===== src/rtl/ibex_pkg.sv =====
// ibex_pkg: shared LSU access types, FSM states and byte-enable helpers.
package ibex_pkg;
    typedef enum logic [1:0] {
        LSU_WORD = 2'b00,
        LSU_HALF = 2'b01,
        LSU_BYTE = 2'b10
    } lsu_type_e;

    typedef enum logic [2:0] {
        IDLE,
        WAIT_GNT_MIS,
        WAIT_RVALID_MIS,
        WAIT_GNT,
        WAIT_RVALID_MIS_GNTS_DONE,
        WAIT_RVALID
    } ls_fsm_e;

    typedef struct packed {
        logic [31:0] addr;
        lsu_type_e   lsu_type;
        logic        sign_ext;
        logic        we;
    } lsu_dp_t;

    function automatic logic [3:0] type_mask(lsu_type_e t);
        return t == LSU_WORD ? 4'b1111 : t == LSU_HALF ? 4'b0011 : 4'b0001;
    endfunction

    function automatic logic is_misaligned(lsu_type_e t, logic [1:0] off);
        return (t == LSU_WORD && off != 2'b00) || (t == LSU_HALF && off == 2'b11);
    endfunction
endpackage


===== src/rtl/ibex_lsu_rdata_align.sv =====
// ibex_lsu_rdata_align: merges split responses, selects the addressed bytes and extends them.
module ibex_lsu_rdata_align import ibex_pkg::*; (
    input  logic [31:0] rdata_i,
    input  logic [23:0] rdata_q_i,
    input  logic        split_i,
    input  logic [1:0]  off_i,
    input  lsu_type_e   type_i,
    input  logic        sign_ext_i,
    output logic [31:0] rdata_o
);
    logic [31:0] lo, win;
    // Unsplit accesses rotate within one word; split ones pull upper bytes from the first part.
    assign lo  = split_i ? {rdata_q_i, 8'h00} : rdata_i;
    assign win = off_i == 2'd0 ? lo :
                 off_i == 2'd1 ? {rdata_i[7:0],  lo[31:8]}  :
                 off_i == 2'd2 ? {rdata_i[15:0], lo[31:16]} :
                                 {rdata_i[23:0], lo[31:24]};
    always_comb
        rdata_o = type_i == LSU_WORD ? win :
                  type_i == LSU_HALF ? {{16{sign_ext_i & win[15]}}, win[15:0]} :
                                       {{24{sign_ext_i & win[7]}}, win[7:0]};
endmodule


===== src/rtl/ibex_lsu_split.sv =====
// ibex_lsu_split: load/store unit that splits misaligned accesses into two aligned
// OBI transactions and returns aligned, extended load data to writeback.
module ibex_lsu_split import ibex_pkg::*; #(
    parameter bit ResetAll       = 1'b0,
    parameter bit WritebackStage = 1'b0
) (
    input  logic        clk_i,
    input  logic        rst_ni,
    input  logic        lsu_req_i,
    input  logic        lsu_we_i,
    input  logic [1:0]  lsu_type_i,
    input  logic        lsu_sign_ext_i,
    input  logic [31:0] lsu_wdata_i,
    input  logic [31:0] adder_result_ex_i,
    output logic        data_req_o,
    input  logic        data_gnt_i,
    input  logic        data_rvalid_i,
    input  logic        data_err_i,
    output logic [31:0] data_addr_o,
    output logic        data_we_o,
    output logic [3:0]  data_be_o,
    output logic [31:0] data_wdata_o,
    input  logic [31:0] data_rdata_i,
    output logic [31:0] lsu_rdata_o,
    output logic        lsu_rdata_valid_o,
    output logic        lsu_resp_valid_o,
    output logic        lsu_resp_err_o,
    output logic        lsu_req_done_o,
    output logic [31:0] lsu_addr_last_o,
    output logic        busy_o
);
    ls_fsm_e     ls_q, ls_d;
    lsu_dp_t     dp_q, dp_d;
    logic [23:0] rdata_q;
    logic [31:0] addr_last_q, addr_last_d, addr_bus, wdata_rot, rdata_al;
    logic        split_q, split_d, err_q, err_d;
    logic        req, cap, rd_en, mis, final_gnt, final_rvalid, err_any;
    logic [1:0]  off;
    lsu_type_e   typ;
    logic [7:0]  be_ext;

    // split_q marks that the first part is granted and the second part is in flight.
    assign mis       = is_misaligned(lsu_type_e'(lsu_type_i), adder_result_ex_i[1:0]);
    assign off       = split_q ? dp_q.addr[1:0] : adder_result_ex_i[1:0];
    assign typ       = split_q ? dp_q.lsu_type : lsu_type_e'(lsu_type_i);
    assign be_ext    = {4'b0000, type_mask(typ)} << off;
    assign addr_bus  = split_q ? {dp_q.addr[31:2] + 30'd1, 2'b00} : {adder_result_ex_i[31:2], 2'b00};
    assign wdata_rot = off == 2'd0 ? lsu_wdata_i :
                       off == 2'd1 ? {lsu_wdata_i[23:0], lsu_wdata_i[31:24]} :
                       off == 2'd2 ? {lsu_wdata_i[15:0], lsu_wdata_i[31:16]} :
                                     {lsu_wdata_i[7:0],  lsu_wdata_i[31:8]};
    assign dp_d      = '{addr: adder_result_ex_i, lsu_type: lsu_type_e'(lsu_type_i),
                         sign_ext: lsu_sign_ext_i, we: lsu_we_i};

    always_comb begin
        ls_d         = ls_q;
        split_d      = split_q;
        err_d        = err_q;
        addr_last_d  = addr_last_q;
        req          = 1'b0;
        rd_en        = 1'b0;
        final_gnt    = 1'b0;
        final_rvalid = 1'b0;
        unique case (ls_q)
            IDLE: begin
                req       = lsu_req_i;
                final_gnt = lsu_req_i & data_gnt_i & ~mis;
                if (lsu_req_i)
                    ls_d = data_gnt_i ? (mis ? WAIT_RVALID_MIS : WAIT_RVALID) : (mis ? WAIT_GNT_MIS : WAIT_GNT);
            end
            WAIT_GNT_MIS: begin
                req = 1'b1;
                if (data_gnt_i) ls_d = WAIT_RVALID_MIS;
            end
            WAIT_RVALID_MIS: begin
                req       = 1'b1;
                final_gnt = data_gnt_i;
                rd_en     = data_rvalid_i;
                ls_d      = data_rvalid_i ? (data_gnt_i ? WAIT_RVALID : WAIT_GNT) :
                                            (data_gnt_i ? WAIT_RVALID_MIS_GNTS_DONE : WAIT_RVALID_MIS);
            end
            WAIT_GNT: begin
                req       = 1'b1;
                final_gnt = data_gnt_i;
                if (data_gnt_i) ls_d = WAIT_RVALID;
            end
            WAIT_RVALID_MIS_GNTS_DONE: begin
                rd_en = data_rvalid_i;
                if (data_rvalid_i) ls_d = WAIT_RVALID;
            end
            WAIT_RVALID: begin
                final_rvalid = data_rvalid_i;
                if (data_rvalid_i) ls_d = IDLE;
            end
            default: ls_d = IDLE;
        endcase
        cap = req & data_gnt_i & ~split_q;
        if (cap) split_d = mis;
        if (req & data_gnt_i) addr_last_d = split_q ? addr_bus : adder_result_ex_i;
        if (rd_en) err_d = err_q | data_err_i;
        if (final_rvalid) begin
            split_d = 1'b0;
            err_d   = 1'b0;
        end
    end

    always_ff @(posedge clk_i or negedge rst_ni) begin
        if (!rst_ni) begin
            ls_q        <= IDLE;
            split_q     <= 1'b0;
            err_q       <= 1'b0;
            addr_last_q <= '0;
        end else begin
            ls_q        <= ls_d;
            split_q     <= split_d;
            err_q       <= err_d;
            addr_last_q <= addr_last_d;
        end
    end

    if (ResetAll) begin : g_dp_rst
        always_ff @(posedge clk_i or negedge rst_ni) begin
            if (!rst_ni) begin
                dp_q    <= '0;
                rdata_q <= '0;
            end else begin
                if (cap) dp_q <= dp_d;
                if (rd_en) rdata_q <= data_rdata_i[31:8];
            end
        end
    end else begin : g_dp_nrst
        always_ff @(posedge clk_i) begin
            if (cap) dp_q <= dp_d;
            if (rd_en) rdata_q <= data_rdata_i[31:8];
        end
    end

    ibex_lsu_rdata_align u_align (
        .rdata_i    (data_rdata_i),
        .rdata_q_i  (rdata_q),
        .split_i    (split_q),
        .off_i      (dp_q.addr[1:0]),
        .type_i     (dp_q.lsu_type),
        .sign_ext_i (dp_q.sign_ext),
        .rdata_o    (rdata_al)
    );

    assign err_any           = err_q | data_err_i;
    assign data_req_o        = req;
    assign data_addr_o       = req ? addr_bus : '0;
    assign data_be_o         = req ? (split_q ? be_ext[7:4] : be_ext[3:0]) : '0;
    assign data_we_o         = req & (split_q ? dp_q.we : lsu_we_i);
    assign data_wdata_o      = req ? wdata_rot : '0;
    assign lsu_resp_valid_o  = final_rvalid;
    assign lsu_resp_err_o    = final_rvalid & err_any;
    assign lsu_rdata_valid_o = final_rvalid & ~dp_q.we & ~err_any;
    assign lsu_rdata_o       = lsu_rdata_valid_o ? rdata_al : '0;
    assign lsu_req_done_o    = WritebackStage ? final_gnt : final_rvalid;
    assign lsu_addr_last_o   = addr_last_q;
    assign busy_o            = ls_q != IDLE;
endmodule


===== config.mk =====
export PLATFORM = sky130hd
export DESIGN_NAME = ibex_lsu_split
export DESIGN_NICKNAME = d
export VERILOG_FILES = /design/src/rtl/ibex_pkg.sv /design/src/rtl/ibex_lsu_rdata_align.sv /design/src/rtl/ibex_lsu_split.sv
export SDC_FILE = /design/constraint.sdc
export NUM_CORES = 1
export LEC_CHECK = 0
export CAP_MARGIN = 40
export CORE_MARGIN = 4
export CORE_UTILIZATION = 45
export CTS_CLUSTER_DIAMETER = 60
export DETAILED_ROUTE_END_ITERATION = 12
export PLACE_DENSITY = 0.86
export SLEW_MARGIN = 25
export SYNTH_ARGS = -nofsm -noshare
export SYNTH_HDL_FRONTEND = slang
export SYNTH_SLANG_ARGS = --single-unit

===== constraint.sdc =====
create_clock -name clk_i -period 5.15 [get_ports clk_i]
set_clock_uncertainty 0.2 [all_clocks]
set_input_delay 0.7725 -clock clk_i [delete_from_list [all_inputs] [get_ports clk_i]]
set_output_delay 0.7725 -clock clk_i [all_outputs]
set_load 0.1 [all_outputs]

==> flow_summary_export.csv, run 1 <==
group,metric,value,unit
worst_setup_path,worstSetupStartpointType,"register",
routing,wl,23.5,mm
global_route,antenna_found_initial,0,
routing,drtIter0Drc,648,
clocking,ctsHoldBuffers,0,
outcome,status,"finished, final reports clean",
global_route,grt_use_total,0.256,
cells_and_area,antennaDiodeCount,0,
global_route,grt_pass1_wl,36.4,mm
clocking,cts_sinks,97,
global_route,grt_max_degree,80,
routing,wl_per_cell,20.4,um
global_route,grt_pass1_vias,6729,
worst_hold_path,min-delay-path-class,"input port to asynchronous set/reset pin",
worst_setup_path,crit_path_max_fanout,49,
synthesis,async_reset_ff_frac,0.381,
sta,setup_tns,0,ps
cells_and_area,nets,1042,
floorplanning,core_area,15400,um2
sta,rsz0062_at_grt,"false",
synthesis,synth_area,7140,um2
floorplanning,initial_core_util,0.465,
routing,drcViolationCount,0,
job,drv_cap,0,
routing,vias_per_cell,5.98,
floorplanning,dieArea,18000,um2
worst_setup_path,endpoint_kind,"primary output",
worst_setup_path,arrival,3360,ps
worst_setup_path,path_class,"register to primary output",
worst_setup_path,cp.required,4180,ps
clocking,post_cts_resized,0,
synthesis,ys_types,60,
sta,setup_viol,0,
cells_and_area,nFillCells,1031,
place,gp_congestion,0.915,
synthesis,yosys_warnings,0,
cells_and_area,area_growth,53.2,%
clocking,numCtsBuffers,9,
synthesis,yosysSeqAreaShare,0.382,
sta,finalMaxSlewViolations,0,
place,port_buffers,242,
clocking,tritoncts,"done",
floorplanning,rows,45,
clocking,clock_path_buffers,2,
floorplanning,ios,245,
routing,firstDrtPassIters,5,
sta,min_period,4330,ps
clocking,cts_setup_buffers,0,
clocking,root_buffer,"clkbuf_16",
clocking,clk_pin_slew,80,ps
sta,tightest_slew,826,ps
sta,finalHoldViolations,0,
place,dp.final_hpwl,17.9,mm
floorplanning,die_h,134,um
sta,fmax,0.231,GHz
global_route,grt_overflow,0,
routing,ant_nets,0,
sta,fin_crit_sh,0.841,
synthesis,synth_ff_type,"edfxtp_1",
synthesis,synth_cells,689,
synthesis,ys_seq_elements,97,
cells_and_area,drive_gt1_frac,0.272,
synthesis,synth_edf_count,60,
floorplanning,fp.dieW,134,um
sta,maxSlewHeadroom,0.445,
clocking,clk_latency,350,ps
routing,via_count,6866,
synthesis,avgSynthCellArea,10.4,um2
clocking,htree_levels,3,
flip-flops by register name (all words and copies together) (netlist names):
signal,count
ls_q,3
lsu_addr_last_o,32
err_q,1
dp_q,36
rdata_q,24
split_q,1
area by class of cell:
cell class,count,area (um2),area share
clock buffers,10,229,0.0209
clock inverters,6,81.3,0.00743
inverters,12,45.0,0.00412
multi-input cells,523,4130,0.377
flip-flops and latches,97,2730,0.250
well taps,211,264,0.0241
repair buffers,290,3460,0.316
worst paths after layout:
kind,start,end,slack (ps),cells past startpoint
worst max-delay path,split_q,data_wdata_o[16],820,5
worst min-delay path,rst_ni,lsu_addr_last_o[10],140,1
worst max register to register,split_q,lsu_addr_last_o[28],2300,3
worst min register to register,lsu_addr_last_o[0],lsu_addr_last_o[0],270,2
max in group asynchronous,rst_ni,lsu_addr_last_o[28],4130,2
min in group clk_i,lsu_addr_last_o[0],lsu_addr_last_o[0],270,2
logic make-up after synthesis:
logic type      after synthesis  share of synthesized area
flops                        97                      0.382
mux                          97                      0.230
xor+xnor                     26                     0.0319
compound gates              158                      0.131
fa+ha+maj                     5                    0.00806
other cells                   1                   0.000525
simple gates                235                      0.170
buf+inv                      70                     0.0469
layer usage:
| metal | track usage | up-vias | part of all wire |
|---|---|---|---|
| met4 | 0.0766 | 0 | 0.019 |
| met2 | 0.448 | 380 | 0.51 |
| met1 | 0.323 | 3361 | 0.38 |
| met5 | 0 | - | 0 |
| li1 | - | 3086 | - |
| met3 | 0.0510 | 39 | 0.088 |
synth_stat cells, types with 7 or more instances:
library cell,n,area (um2)
nor3_1,14,70.1
mux2_2,8,90.1
o21a_1,9,67.6
or2_2,8,50.1
and3_1,7,43.8
a21oi_1,48,240
nor3b_1,13,97.6
nand4_1,12,75.1
nor2_1,58,218
o21ai_0,55,275
nand2_1,47,176
mux4_2,50,1130
mux2i_1,34,340
a21oi_2,8,70.1
edfxtp_1,60,1800
buf_2,10,50.1
xnor2_1,16,140
clkbuf_1,36,135
dfrtp_1,37,926
a211oi_1,9,67.6
nand3_1,16,80.1
xor2_1,10,87.6
and2_1,34,213
a31oi_1,8,50.1
inv_1,12,45.0
metrics by stage:
step | instance area (um2) | hold slack, ps | util | std cells | setup WS (ps)
2_1_floorplan | 7160 | 263 | - | 690 | -441
3_3_place_gp | 9970 | 259 | 0.648 | 1096 | 961
3_5_place_dp | 10600 | 268 | 0.692 | 1133 | 872
4_1_cts | 10900 | 139 | 0.712 | 1149 | 785
5_1_grt | 10900 | 152 | 0.712 | 1149 | 596
6_report | 10900 | 141 | 0.712 | 1149 | 819
placed cells by master, fill, tap and decap left out, drive strengths merged, types with 3 or more instances in the layout:
cell type and n:
a31oi 9, nand4 12, o31ai 6, mux2 11, o21a 10, xnor2 16, nor3b 13, mux4 51
nor3 15, a21oi 56, or2 8, buf 151, nor4 6, or3 6, clkbuf 10, and3 7
mux2i 35, a211oi 9, clkdlybuf4s50 139, nand3 16, ha 3, xor2 10, edfxtp 60, nand2 47
a21o 3, inv 17, nor2 59, o21ai 57, dfrtp 37, and2 35
worst max-delay path: stages, from the launching register on:
cell and delay [ps]:
dfrtp_4 900, mux2i_4 730, buf_4 410, mux4_2 550, and2_1 200, buf_12 170
Power of run 1 is left out: the tool's default activity adds up to more than one toggle a clock period on the data nets, which glitch-free logic cannot reach.
==> inputs of run 2 (changes only) <==
==> constraint.sdc (replaced) <==
create_clock -name clk_i -period 4 [get_ports clk_i]
set_clock_uncertainty 0.2 [all_clocks]
set_input_delay 0.6 -clock clk_i [delete_from_list [all_inputs] [get_ports clk_i]]
set_output_delay 0.6 -clock clk_i [all_outputs]
set_load 0.1 [all_outputs]
==> run 2 against run 1 <==
  * Sequential cell count stayed put
  * Setup slack worse by 570 ps
  * Sequential share of layout area is 2.1 points lower
  * Global-route usage is 4.1 points higher
  * Count of clock-buffer cells in the layout is 1 lower
  * Worst hold slack better by 150 ps
  * Final area is 9.0% higher
  * Via count is 3.4% higher
  * Die area stayed put
  * Utilization is 6.4 points higher
  * First-iteration DRC count is 35% higher
  * Non-clock buffer count is 4 higher
==> flow_summary_export.csv, run 2 (synthesis results as in run 1) <==
group,metric,value,unit
worst_setup_path,r2r_cells,5,
global_route,grt_pass1_vias,7270,
sta,fmax,0.266,GHz
routing,drcViolationCount,0,
sta,rsz0062_at_grt,"false",
cells_and_area,antennaDiodeCount,0,
floorplanning,fp.dieW,134,um
worst_setup_path,crit_top_cell,"nand4_1",
sta,maxSlewHeadroom,0.421,
global_route,grt_pass1_wl,41.9,mm
outcome,status,"finished, final reports clean",
clocking,clock_path_buffers,2,
worst_setup_path,path_class,"register to primary output",
worst_setup_path,crit_chain,"ha_1 -> nand4_1 -> nor3_2 -> nand4_1 -> xor2_1 -> a211oi_2 -> buf_12",
cells_and_area,final_common_cell,"clkdlybuf4s50_1",
cells_and_area,seqCellArea,2730,um2
clocking,ctsHoldBuffers,1,
clocking,cts_sinks,97,
clocking,tritoncts,"done",
floorplanning,core_area,15400,um2
worst_setup_path,r2r_end,"dp_q[35]",
worst_setup_path,endpoint_kind,"primary output",
worst_hold_path,whs_endpoint,"lsu_addr_last_o[4]",
cells_and_area,drive_gt1_frac,0.295,
routing,wl,26.3,mm
cells_and_area,multiInputGateArea,4340,um2
routing,via_count,7097,
clocking,clk_latency,360,ps
worst_setup_path,r2r-start,"ls_q[0]",
cells_and_area,nFillCells,905,
worst_setup_path,crit_path_max_fanout,8,
cells_and_area,nets,1046,
clocking,cts_setup_buffers,0,
sta,finalHoldViolations,0,
worst_setup_path,cpLargestDelayFamily,"simple AND/OR/NAND/NOR gates",
routing,wl_per_cell,22.8,um
sta,setup_viol,0,
sta,setup_tns,0,ps
clocking,numCtsBuffers,9,
cells_and_area,area_growth,67.0,%
global_route,antenna_found_initial,1,
global_route,grt_overflow,0,
clocking,root_buffer,"clkbuf_16",
floorplanning,initial_core_util,0.465,
floorplanning,dieArea,18000,um2
routing,drtIter0Drc,877,
clocking,htree_levels,3,
global_route,grt_use_total,0.297,
job,drv_cap,0,
cells_and_area,largest_register_ffs,36,
worst_setup_path,cpMaxStageDelayCell,"nor3_2",
floorplanning,ios,245,
routing,firstDrtPassIters,5,
place,gp_congestion,0.903,
sta,min_period,3750,ps
worst_hold_path,min-delay-path-class,"register to register",
place,port_buffers,242,
worst_setup_path,path_buf_inv,1,
floorplanning,die_h,134,um
routing,ant_nets,0,
worst_setup_path,reg2reg_slack,1240,ps
floorplanning,rows,45,
routing,vias_per_cell,6.16,
worst_setup_path,worstSetupStartpointType,"register",
worst_setup_path,cp.required,3200,ps
sta,tightest_slew,862,ps
worst_setup_path,arrival,2950,ps
cells_and_area,largest-register,"dp_q",
place,dp.final_hpwl,19.6,mm
worst_hold_path,hp-start,"lsu_addr_last_o[4]",
worst_setup_path,max_stage_delay,600,ps
global_route,grt_max_degree,61,
clocking,clk_pin_slew,80,ps
clocking,post_cts_resized,0,
cells_and_area,mostFrequentLayoutCells,"137 x clkdlybuf4s50_1, 106 x buf_12, 60 x edfxtp_1",
sta,fin_crit_sh,0.938,
worst_hold_path,worstHoldPathCells,2,
sta,finalMaxSlewViolations,0,
## run 2: stage by stage
stage	hold slack, ps	std cells	instance area, um2	setup slack, ps	utilization
after floorplan	104	690	7370	8.70	-
after global placement	261	1102	11000	365	0.715
after detailed placement	271	1136	11600	391	0.755
after CTS	289	1153	11900	300	0.776
after global routing	325	1153	11900	139	0.776
final	286	1153	11900	248	0.776
## run 2: metal layers
metal  up-vias  track usage  share of wire
li1       3093            -              -
met1      3469        0.344           0.34
met2       448        0.521           0.52
met3        85       0.0930           0.11
met4         2        0.105          0.032
met5         -            0        0.00034
## run 2: worst register-to-register path, cell delays in order, from the launching register on
cell	delay, ps
dfrtp_1	550
or3_1	250
nand2_1	90
buf_4	220
nor3b_4	660
buf_4	450
## run 2: final cells by class
type / instances / area share
clock inverters: 7 / 0.00766
clock buffers: 9 / 0.0189
multi-input cells: 523 / 0.364
inverters: 12 / 0.00441
flip-flops and latches: 97 / 0.229
well taps: 211 / 0.0221
repair buffers: 294 / 0.354
## run 2: worst max-delay path by stage
stage / endpoint / depth (start not counted) / slack [ps] / from
after global routing: data_addr_o[22] / 7 / 140 / dp_q[6]
after global placement: lsu_rdata_o[27] / 9 / 370 / data_rvalid_i
final: data_addr_o[22] / 7 / 250 / dp_q[6]
after detailed placement: lsu_rdata_o[30] / 9 / 390 / data_rvalid_i
after floorplan: lsu_rdata_o[31] / 8 / 9 / data_rvalid_i
after CTS: data_addr_o[22] / 7 / 300 / dp_q[6]
Power of run 2 is left out for the same reason.
==> inputs of run 3 (changes only) <==
--- a/config.mk
+++ b/config.mk
@@ -6,7 +6,6 @@
 export NUM_CORES = 1
 export LEC_CHECK = 0
 export CAP_MARGIN = 40
-export CORE_MARGIN = 4
 export CORE_UTILIZATION = 45
 export CTS_CLUSTER_DIAMETER = 60
 export DETAILED_ROUTE_END_ITERATION = 12
==> run 3 against run 2 <==
  * Routed wire length down 6.0%
  * Die area down 8.8%
  * Count of clock-buffer cells in the layout up 1
  * Worst hold slack worse by 4.8 ps
  * Via count down 2.0%
  * Setup slack worse by 23 ps
  * Global-route usage up 1.0 points
  * Sequential share of layout area about the same
  * Cell count about the same
  * Critical path depth down 1
  * Register-to-register slack worse by 40 ps
  * Maximum frequency down 0.61%
==> flow_summary_export.csv, run 3 (synthesis results as in run 1) <==
group,metric,value,unit
sta,setup_viol,0,
floorplanning,dieArea,16400,um2
routing,firstDrtPassIters,5,
job,drv_cap,0,
cells_and_area,nets,1045,
floorplanning,fp.dieW,128,um
worst_setup_path,cpMaxStageDelayCell,"nor4_1",
sta,fin_crit_sh,0.944,
floorplanning,die_h,128,um
cells_and_area,largest_register_ffs,36,
worst_setup_path,arrival,2980,ps
sta,tightest_slew,830,ps
worst_setup_path,crit_chain,"and4_1 -> nand4_1 -> nor4_1 -> xnor2_1 -> a211oi_2 -> buf_12",
routing,wl_per_cell,21.5,um
floorplanning,ios,245,
worst_setup_path,max_stage_delay,590,ps
floorplanning,rows,45,
routing,via_count,6955,
global_route,grt_pass1_vias,6872,
worst_setup_path,endpoint_kind,"primary output",
worst_setup_path,path_class,"register to primary output",
worst_setup_path,crit_path_max_fanout,12,
outcome,status,"finished, final reports clean",
sta,min_period,3780,ps
place,port_buffers,242,
place,gp_congestion,0.846,
clocking,root_buffer,"clkbuf_16",
floorplanning,core_area,15400,um2
global_route,grt_overflow,0,
worst_setup_path,cp.required,3200,ps
floorplanning,initial_core_util,0.465,
place,dpl_cell_area,11600,um2
clocking,htree_levels,3,
routing,vias_per_cell,6.04,
clocking,clk_latency,360,ps
routing,ant_nets,0,
worst_hold_path,min-delay-path-class,"register to register",
routing,drtIter0Drc,788,
sta,finalMaxSlewViolations,0,
sta,setup_tns,0,ps
cells_and_area,area_growth,66.9,%
clocking,cts_sinks,97,
cells_and_area,antennaDiodeCount,0,
place,dp.final_hpwl,18.5,mm
cells_and_area,drive_gt1_frac,0.293,
sta,fmax,0.265,GHz
sta,rsz0062_at_grt,"false",
cells_and_area,final_core_util,0.776,
global_route,grt_max_degree,76,
global_route,antenna_found_initial,0,
sta,finalHoldViolations,0,
global_route,grt_pass1_wl,38.4,mm
cells_and_area,mostFrequentLayoutCells,"137 x clkdlybuf4s50_1, 105 x buf_12, 60 x edfxtp_1",
worst_setup_path,worstSetupStartpointType,"register",
global_route,grt_use_total,0.307,
cells_and_area,final_area,11900,um2
cells_and_area,final_common_cell,"clkdlybuf4s50_1",
clocking,tritoncts,"done",
clocking,clk_pin_slew,80,ps
routing,wl,24.7,mm
sta,maxSlewHeadroom,0.447,
clocking,numCtsBuffers,9,
clocking,cts_setup_buffers,0,
cells_and_area,largest-register,"dp_q",
clocking,clock_path_buffers,2,
routing,drcViolationCount,0,
sta,hold_ws,282,ps
run 3: cell count changes in the layout (fill, tap and decap cells not counted), sizes merged:
cell and change:
inv -1, clkbuf +2, clkinvlp -1, buf -2
clkinv +1
run 3: routing by layer:
layer,up-vias,share of wire,track usage
met2,415,0.52,0.546
li1,3091,-,-
met1,3382,0.36,0.359
met3,67,0.094,0.0860
met4,0,0.025,0.0962
met5,-,0,0
run 3: metrics by stage:
step / cells / setup slack, ps
after global routing: 1152 / 33.8
final: 1152 / 225
after CTS: 1151 / 231
after detailed placement: 1134 / 311
after floorplan: 690 / 8.70
after global placement: 1100 / 392
run 3: worst paths after layout:
| path | start | end | slack (ps) | cells past startpoint |
|---|---|---|---|---|
| worst max-delay path | dp_q[6] | data_addr_o[21] | 220 | 6 |
| worst min-delay path | lsu_addr_last_o[14] | lsu_addr_last_o[14] | 280 | 1 |
| worst max register to register | split_q | dp_q[27] | 1200 | 3 |
| worst min register to register | lsu_addr_last_o[14] | lsu_addr_last_o[14] | 280 | 1 |
| max in group asynchronous | rst_ni | lsu_addr_last_o[25] | 2560 | 3 |
| min in group asynchronous | rst_ni | lsu_addr_last_o[10] | 540 | 2 |
run 3: final cells by class:
class	instances	area, um2
clock buffers	10	229
clock inverters	6	83.8
fillers	869	3450
inverters	12	52.6
multi-input cells	523	4340
flip-flops and latches	97	2730
well taps	211	264
repair buffers	293	4220
run 3: worst max-delay path, delay by kind of cell (launching register included):
| kind | cells | cell delay [ps] |
|---|---|---|
| buf+inv | 1 | 220 |
| simple gates | 3 | 1380 |
| xor+xnor | 1 | 200 |
| compound gates | 1 | 390 |
| flops | 1 | 410 |
run 3: repair_timing:
| item | CTS | global route |
|---|---|---|
| endpoints found under the hold margin | 8 | 0 |
| setup endpoints to repair | 0 | 0 |
| resized for setup | 0 | 0 |
| hold buffers | 1 | 0 |
Power of run 3 is left out for the same reason.
